## config.mk

```make
export PLATFORM = sky130hd
export DESIGN_NAME = inst_cache
export DESIGN_NICKNAME = d
export VERILOG_FILES = /design/src/rtl/inst_cache_pkg.sv /design/src/rtl/icache_refill_fsm.sv /design/src/rtl/inst_cache.sv
export SDC_FILE = /design/constraint.sdc
export NUM_CORES = 2
export LEC_CHECK = 0
export CORE_ASPECT_RATIO = 2
export CORE_MARGIN = 4
export CORE_UTILIZATION = 56
export DETAILED_ROUTE_END_ITERATION = 16
export GPL_TIMING_DRIVEN = 0
export PLACE_DENSITY = 0.72
export REMOVE_ABC_BUFFERS = 1
export SLEW_MARGIN = 0
export SYNTH_ARGS = -nofsm -noshare
export SYNTH_HDL_FRONTEND = slang
export SYNTH_HIERARCHICAL = 1
export SYNTH_SLANG_ARGS = --single-unit
```

## constraint.sdc

```tcl
create_clock -name clk -period 7.2 [get_ports clk]
set_input_delay 2.16 -clock clk [delete_from_list [all_inputs] [get_ports clk]]
set_output_delay 2.16 -clock clk [all_outputs]
set_load 0.01 [all_outputs]
```

## src/rtl/inst_cache_pkg.sv

```systemverilog
// ============================================================================
// inst_cache_pkg : shared widths, reset values and refill state encodings
// Revision       : 1.0
// ============================================================================
`default_nettype none

package inst_cache_pkg;

  localparam int DataSize = 32;
  localparam logic [DataSize-1:0] DataBusReset = '0;

  localparam logic [1:0] ST_IDLE = 2'd0;
  localparam logic [1:0] ST_REQ  = 2'd1;
  localparam logic [1:0] ST_FILL = 2'd2;
  localparam logic [1:0] ST_RESP = 2'd3;

endpackage

`default_nettype wire

```

## src/rtl/icache_refill_fsm.sv

```systemverilog
// ============================================================================
// icache_refill_fsm : miss sequencing (REQ/FILL/RESP), beat counter, mem handshake
// Revision          : 1.0
// ============================================================================
`default_nettype none

module icache_refill_fsm
  import inst_cache_pkg::*;
#(
  parameter int DATA_W = DataSize,
  parameter int WORDS  = 4
) (
  input  logic                       clk,
  input  logic                       resetIn,
  input  logic                       startIn,
  input  logic [DATA_W-1:0]          addrIn,
  input  logic                       memReqReady,
  input  logic                       memRespValid,
  output logic [1:0]                 stateOut,
  output logic [$clog2(WORDS)-1:0]   beatOut,
  output logic                       beatWeOut,
  output logic                       lastBeatOut,
  output logic [DATA_W-1:0]          reqAddrOut,
  output logic                       memReqValid,
  output logic [DATA_W-1:0]          memReqAddr
);

  localparam int OFF_W = $clog2(WORDS);

  logic [1:0]        state_q, state_d;
  logic [OFF_W-1:0]  beat_q, beat_d;
  logic              memReqValid_q, memReqValid_d;
  logic [DATA_W-1:0] memReqAddr_q, memReqAddr_d;
  logic [DATA_W-1:0] reqAddr_q, reqAddr_d;

  always_comb begin
    state_d       = state_q;
    beat_d        = beat_q;
    memReqValid_d = memReqValid_q;
    memReqAddr_d  = memReqAddr_q;
    reqAddr_d     = reqAddr_q;
    case (state_q)
      ST_IDLE: begin
        if (startIn) begin
          state_d       = ST_REQ;
          reqAddr_d     = addrIn;
          memReqValid_d = 1'b1;
          memReqAddr_d  = {addrIn[DATA_W-1:OFF_W+2], {(OFF_W+2){1'b0}}};
        end
      end
      ST_REQ: begin
        if (memReqReady) begin
          memReqValid_d = 1'b0;
          beat_d        = '0;
          state_d       = ST_FILL;
        end
      end
      ST_FILL: begin
        // Counter wraps back to zero on the final beat.
        if (memRespValid) begin
          beat_d = beat_q + 1'b1;
          if (beat_q == OFF_W'(WORDS - 1)) state_d = ST_RESP;
        end
      end
      ST_RESP: state_d = ST_IDLE;
      default: state_d = ST_IDLE;
    endcase
  end

  always_ff @(posedge clk or posedge resetIn) begin
    if (resetIn) begin
      state_q       <= ST_IDLE;
      beat_q        <= '0;
      memReqValid_q <= 1'b0;
      memReqAddr_q  <= DataBusReset;
      reqAddr_q     <= DataBusReset;
    end else begin
      state_q       <= state_d;
      beat_q        <= beat_d;
      memReqValid_q <= memReqValid_d;
      memReqAddr_q  <= memReqAddr_d;
      reqAddr_q     <= reqAddr_d;
    end
  end

  assign stateOut    = state_q;
  assign beatOut     = beat_q;
  assign beatWeOut   = (state_q == ST_FILL) && memRespValid;
  assign lastBeatOut = beatWeOut && (beat_q == OFF_W'(WORDS - 1));
  assign reqAddrOut  = reqAddr_q;
  assign memReqValid = memReqValid_q;
  assign memReqAddr  = memReqAddr_q;

endmodule

`default_nettype wire

```

## src/rtl/inst_cache.sv

```systemverilog
// ============================================================================
// inst_cache : direct-mapped instruction cache with burst refill.
//              ICACHE_PERF_EN adds hitCount/missCount outputs.
// Revision   : 1.0
// ============================================================================
`default_nettype none

module inst_cache
  import inst_cache_pkg::*;
#(
  parameter int DATA_W = DataSize,
  parameter int LINES  = 16,
  parameter int WORDS  = 4
) (
  input  logic              clk,
  input  logic              resetIn,
  input  logic [DATA_W-1:0] addrIn,
  input  logic              reqValid,
  input  logic              flushIn,
  output logic [DATA_W-1:0] instOut,
  output logic              instValid,
  output logic              fetchReady,
  output logic              memReqValid,
  output logic [DATA_W-1:0] memReqAddr,
  input  logic              memReqReady,
  input  logic              memRespValid,
`ifdef ICACHE_PERF_EN
  output logic [31:0]       hitCount,
  output logic [31:0]       missCount,
`endif
  input  logic [DATA_W-1:0] memRespData
);

  localparam int OFF_W = $clog2(WORDS);
  localparam int IDX_W = $clog2(LINES);
  localparam int TAG_W = DATA_W - IDX_W - OFF_W - 2;

  logic [LINES-1:0]  valid_q, valid_d;
  logic [TAG_W-1:0]  tag_q  [LINES];
  logic [DATA_W-1:0] data_q [LINES][WORDS];

  logic [DATA_W-1:0] instOut_q, instOut_d;
  logic              instValid_q, instValid_d;
  logic              flushPend_q, flushPend_d;

  logic [1:0]        state;
  logic [OFF_W-1:0]  beat;
  logic              beatWe, lastBeat;
  logic [DATA_W-1:0] fillAddr;

  logic [OFF_W-1:0]  reqOff, fillOff;
  logic [IDX_W-1:0]  reqIdx, fillIdx;
  logic [TAG_W-1:0]  reqTag, fillTag;
  logic              isIdle, inResp, accept, hit, miss;
  logic              unusedAddrBits;

  assign reqOff  = addrIn[OFF_W+1:2];
  assign reqIdx  = addrIn[OFF_W+IDX_W+1:OFF_W+2];
  assign reqTag  = addrIn[DATA_W-1:OFF_W+IDX_W+2];
  assign fillOff = fillAddr[OFF_W+1:2];
  assign fillIdx = fillAddr[OFF_W+IDX_W+1:OFF_W+2];
  assign fillTag = fillAddr[DATA_W-1:OFF_W+IDX_W+2];
  assign unusedAddrBits = ^{addrIn[1:0], fillAddr[1:0]};

  assign isIdle = (state == ST_IDLE);
  assign inResp = (state == ST_RESP);
  assign accept = isIdle && reqValid;
  // A flush in the same cycle forces a miss even if the line was valid.
  assign hit    = valid_q[reqIdx] && (tag_q[reqIdx] == reqTag) && !flushIn;
  assign miss   = accept && !hit;

  icache_refill_fsm #(
    .DATA_W (DATA_W),
    .WORDS  (WORDS)
  ) u_refill (
    .clk          (clk),
    .resetIn      (resetIn),
    .startIn      (miss),
    .addrIn       (addrIn),
    .memReqReady  (memReqReady),
    .memRespValid (memRespValid),
    .stateOut     (state),
    .beatOut      (beat),
    .beatWeOut    (beatWe),
    .lastBeatOut  (lastBeat),
    .reqAddrOut   (fillAddr),
    .memReqValid  (memReqValid),
    .memReqAddr   (memReqAddr)
  );

  always_comb begin
    valid_d     = valid_q;
    flushPend_d = flushPend_q;
    if ((isIdle && flushIn) || (inResp && (flushPend_q || flushIn))) begin
      valid_d = '0;
    end else if (lastBeat) begin
      valid_d[fillIdx] = 1'b1;
    end
    if (inResp) flushPend_d = 1'b0;
    else if (!isIdle && flushIn) flushPend_d = 1'b1;
  end

  always_comb begin
    instValid_d = 1'b0;
    instOut_d   = instOut_q;
    if (accept && hit) begin
      instValid_d = 1'b1;
      instOut_d   = data_q[reqIdx][reqOff];
    end else if (inResp) begin
      instValid_d = 1'b1;
      instOut_d   = data_q[fillIdx][fillOff];
    end
  end

  always_ff @(posedge clk or posedge resetIn) begin
    if (resetIn) begin
      valid_q     <= '0;
      flushPend_q <= 1'b0;
      instOut_q   <= DataBusReset;
      instValid_q <= 1'b0;
    end else begin
      valid_q     <= valid_d;
      flushPend_q <= flushPend_d;
      instOut_q   <= instOut_d;
      instValid_q <= instValid_d;
    end
  end

  always_ff @(posedge clk) begin
    if (beatWe) data_q[fillIdx][beat] <= memRespData;
    if (lastBeat) tag_q[fillIdx] <= fillTag;
  end

  assign instOut    = instOut_q;
  assign instValid  = instValid_q;
  assign fetchReady = isIdle;

`ifdef ICACHE_PERF_EN
  logic [31:0] hitCount_q, missCount_q;

  always_ff @(posedge clk or posedge resetIn) begin
    if (resetIn) begin
      hitCount_q  <= '0;
      missCount_q <= '0;
    end else begin
      if (accept && hit) hitCount_q <= hitCount_q + 32'd1;
      if (miss) missCount_q <= missCount_q + 32'd1;
    end
  end

  assign hitCount  = hitCount_q;
  assign missCount = missCount_q;
`endif

endmodule

`default_nettype wire

```

==> flow_metrics.py <==
metrics = {
    "timing": {
        "period_share_pct": 92.7,
        "drv_slew": 0,
        "timing.hold.ws_ns": 0.536,
        "setup_violations": 0,
        "fin_skew_ns": 0.0661,
        "grt_setup_unrepaired": "no",
        "tightest_slew_ns": 1.32,
        "max_slew_margin_pct": 11.6,
        "setup-tns-final_ns": 0,
        "setup_ws_ns": 0.523,
        "fin_crit_ns": 6.68,
        "hold_viol_final": 0,
        "max_clock_freq_ghz": 0.150,
    },
    "clock_network": {
        "post-cts-setup-buffer-count": 0,
        "cts_root_buffer": "clkbuf_16",
        "clkTransAtPathRegs_ns": 0.07,
        "cts_num_sinks": 2517,
        "cts_hold_buf": 0,
        "cts_resized": 0,
        "htreeDepth": 4,
        "cts.path.max_buffers": 4,
        "insertion_delay_ns": 0.92,
        "cts_tree": "done",
        "cts_buffers": 216,
    },
    "critical_path": {
        "path_common_cell": "buf_16",
        "cp_max_fo": 39,
        "worst_ep_arrival_time_ns": 4.52,
        "end_kind": "primary output",
        "required_ns": 5.04,
        "r2r_slack_ns": 1.97,
        "r2r-end": "instOut[31]$_DFFE_PP0P_",
        "crit-reg2reg-launch": "u_refill/reqAddrOut[4]$_DFFE_PP0P_",
        "r2r_cells": 12,
        "crit_path_start_kind": "flop",
        "worst-setup-path-type": "flop to primary output",
        "crit_chain": "buf_16, buf_16, buf_16, buf_16, buf_16, buf_16, buf_16, clkdlybuf4s50_1",
        "cp_slowest_cell": "dfrtp_4",
        "slowest_delay_ns": 0.70,
    },
    "status": {
        "outcome": "complete, no violations",
    },
    "route": {
        "dr.first_iter.drc_count": 9571,
        "routed_wl_um": 352000,
        "vias": 59700,
        "vias_per_cell": 7.71,
        "drc": 0,
        "drt_first_pass_iters": 5,
        "routedWlPerCell_um": 45.4,
        "antenna_left": 0,
    },
    "placement": {
        "postPlaceCellArea_mm2": 0.122,
        "dp_hpwl_um": 215000,
        "dp.cells": 7349,
        "globalplace.congestion": 0.807,
        "io_buffers": 130,
        "pre_cts_ws_ns": -0.225,
    },
    "logic_synthesis": {
        "yosys_warnings": 6,
        "synth_area_per_cell_um2": 23.5,
        "syn_inst": 4791,
        "synth_area_mm2": 0.113,
    },
    "floorplan": {
        "dieArea_mm2": 0.209,
        "start_util_pct": 56.4,
        "die_h_um": 643,
        "ios": 137,
        "dieWidth_um": 325,
        "rows": 232,
        "core_area_mm2": 0.200,
    },
    "flow_run": {
        "cap_violations": 0,
    },
    "layout": {
        "final_cells": 7740,
        "syn2layout_area_growth_pct": 13.8,
        "nets": 5070,
        "drive_gt1_share_pct": 42.6,
        "fin_area_mm2": 0.128,
        "final_core_util_pct": 64.2,
        "fillers": 12500,
    },
    "global_route": {
        "grt_max_degree": 101,
        "grt_pass1_wl_um": 489000,
        "grt_overflow": 0,
        "antenna_found_initial": 15,
        "grt_pass1_vias": 62600,
        "grt_usage_pct": 34.0,
    },
    "power_and_ir_drop": {
        "leakage_nw": 39.4,
        "power_frac_comb_pct": 26.3,
        "ir_drop_mv": 0.318,
        "p_int_mw": 28.6,
        "switching_power_mw": 11.0,
        "clockPowerShare_pct": 29.5,
        "p_seq_share_pct": 44.3,
        "power_density_mw_per_mm2": 309,
        "p_sw_share_pct": 27.8,
        "power.total_mw": 39.7,
    },
    "min_path": {
        "whs_endpoint": "valid_q[3]$_DFFE_PP0P_",
        "min-delay-start": "valid_q[3]$_DFFE_PP0P_",
        "min_path_type": "flop to flop",
        "whs_path_depth": 1,
    },
}
placed cells by master, fill, tap and decap left out, types with 12 or more instances in the layout:
cell type / instances
buf_12: 109
buf_16: 123
buf_2: 32
bufinv_16: 20
clkbuf_1: 46
clkbuf_16: 219
clkdlybuf4s50_1: 92
clkinv_1: 44
clkinv_2: 36
dfrtp_1: 79
edfxtp_1: 2432
mux2_2: 87
mux2i_1: 59
mux4_2: 1434
nand2_1: 22
nand3_1: 12
nor2_1: 32
nor2_4: 80
xnor2_1: 22
layer usage:
layer	global-route usage, %	vias up	part of all wire (%)
met2	54.6	4652	49
met3	8.59	1337	12
li1	-	21700	-
met5	0.301	-	0.049
met4	22.0	16	8.2
met1	41.5	32000	31
final cells by class:
type / instances / area [um^2] / share of cell area [%]
sequential: 2517 / 75200 / 58.6
timing repair buffer: 365 / 6770 / 5.27
multi-input combinational: 1883 / 36300 / 28.3
tap: 2574 / 3220 / 2.51
clock buffer: 272 / 5750 / 4.48
clock inverter: 113 / 1060 / 0.824
antenna: 5 / 12.5 / 0.00975
inverter: 11 / 43.8 / 0.0341
state kept, by name, summed over array words and instances (netlist names), 2 cells and up:
| name | count |
|---|---|
| u_refill/stateOut | 2 |
| u_refill/reqAddrOut | 29 |
| valid_q | 16 |
| u_refill/beatOut | 2 |
| instOut | 32 |
| tag_q | 384 |
| data_q | 2048 |
worst max path at each step:
stage	startpoint	end	slack, ns	cells past startpoint
final	u_refill/reqAddrOut[4]$_DFFE_PP0P_	memReqAddr[4]	0.52	8
after global routing	u_refill/reqAddrOut[4]$_DFFE_PP0P_	memReqAddr[4]	0.15	8
after CTS	u_refill/reqAddrOut[4]$_DFFE_PP0P_	memReqAddr[4]	0.19	8
after detailed placement	addrIn[5]	instOut[31]$_DFFE_PP0P_	-0.22	14
after global placement	addrIn[4]	instOut[18]$_DFFE_PP0P_	-43.70	9
after floorplan	u_refill/reqAddrOut[4]$_DFFE_PP0P_	data_q[15][64]$_DFFE_PP_	-16.96	2
critical path: cells and delay by family (launching register included):
kind | cells | cell delay, ns
buf+inv | 8 | 2.73
flops | 1 | 0.70
power groups by stage:
stage / Clock (mW) / Combinational (mW) / Sequential [mW]
global route: 12.3 / 10.8 / 17.6
finish: 11.7 / 10.4 / 17.6
CTS: 11.8 / 10.4 / 17.6
detailed placement: 0 / 10.3 / 17.9
global placement: 0 / 9.43 / 18.7
floorplan: 0 / 6.66 / 18.2
No activity file was read; power rests on OpenSTA's default activity.
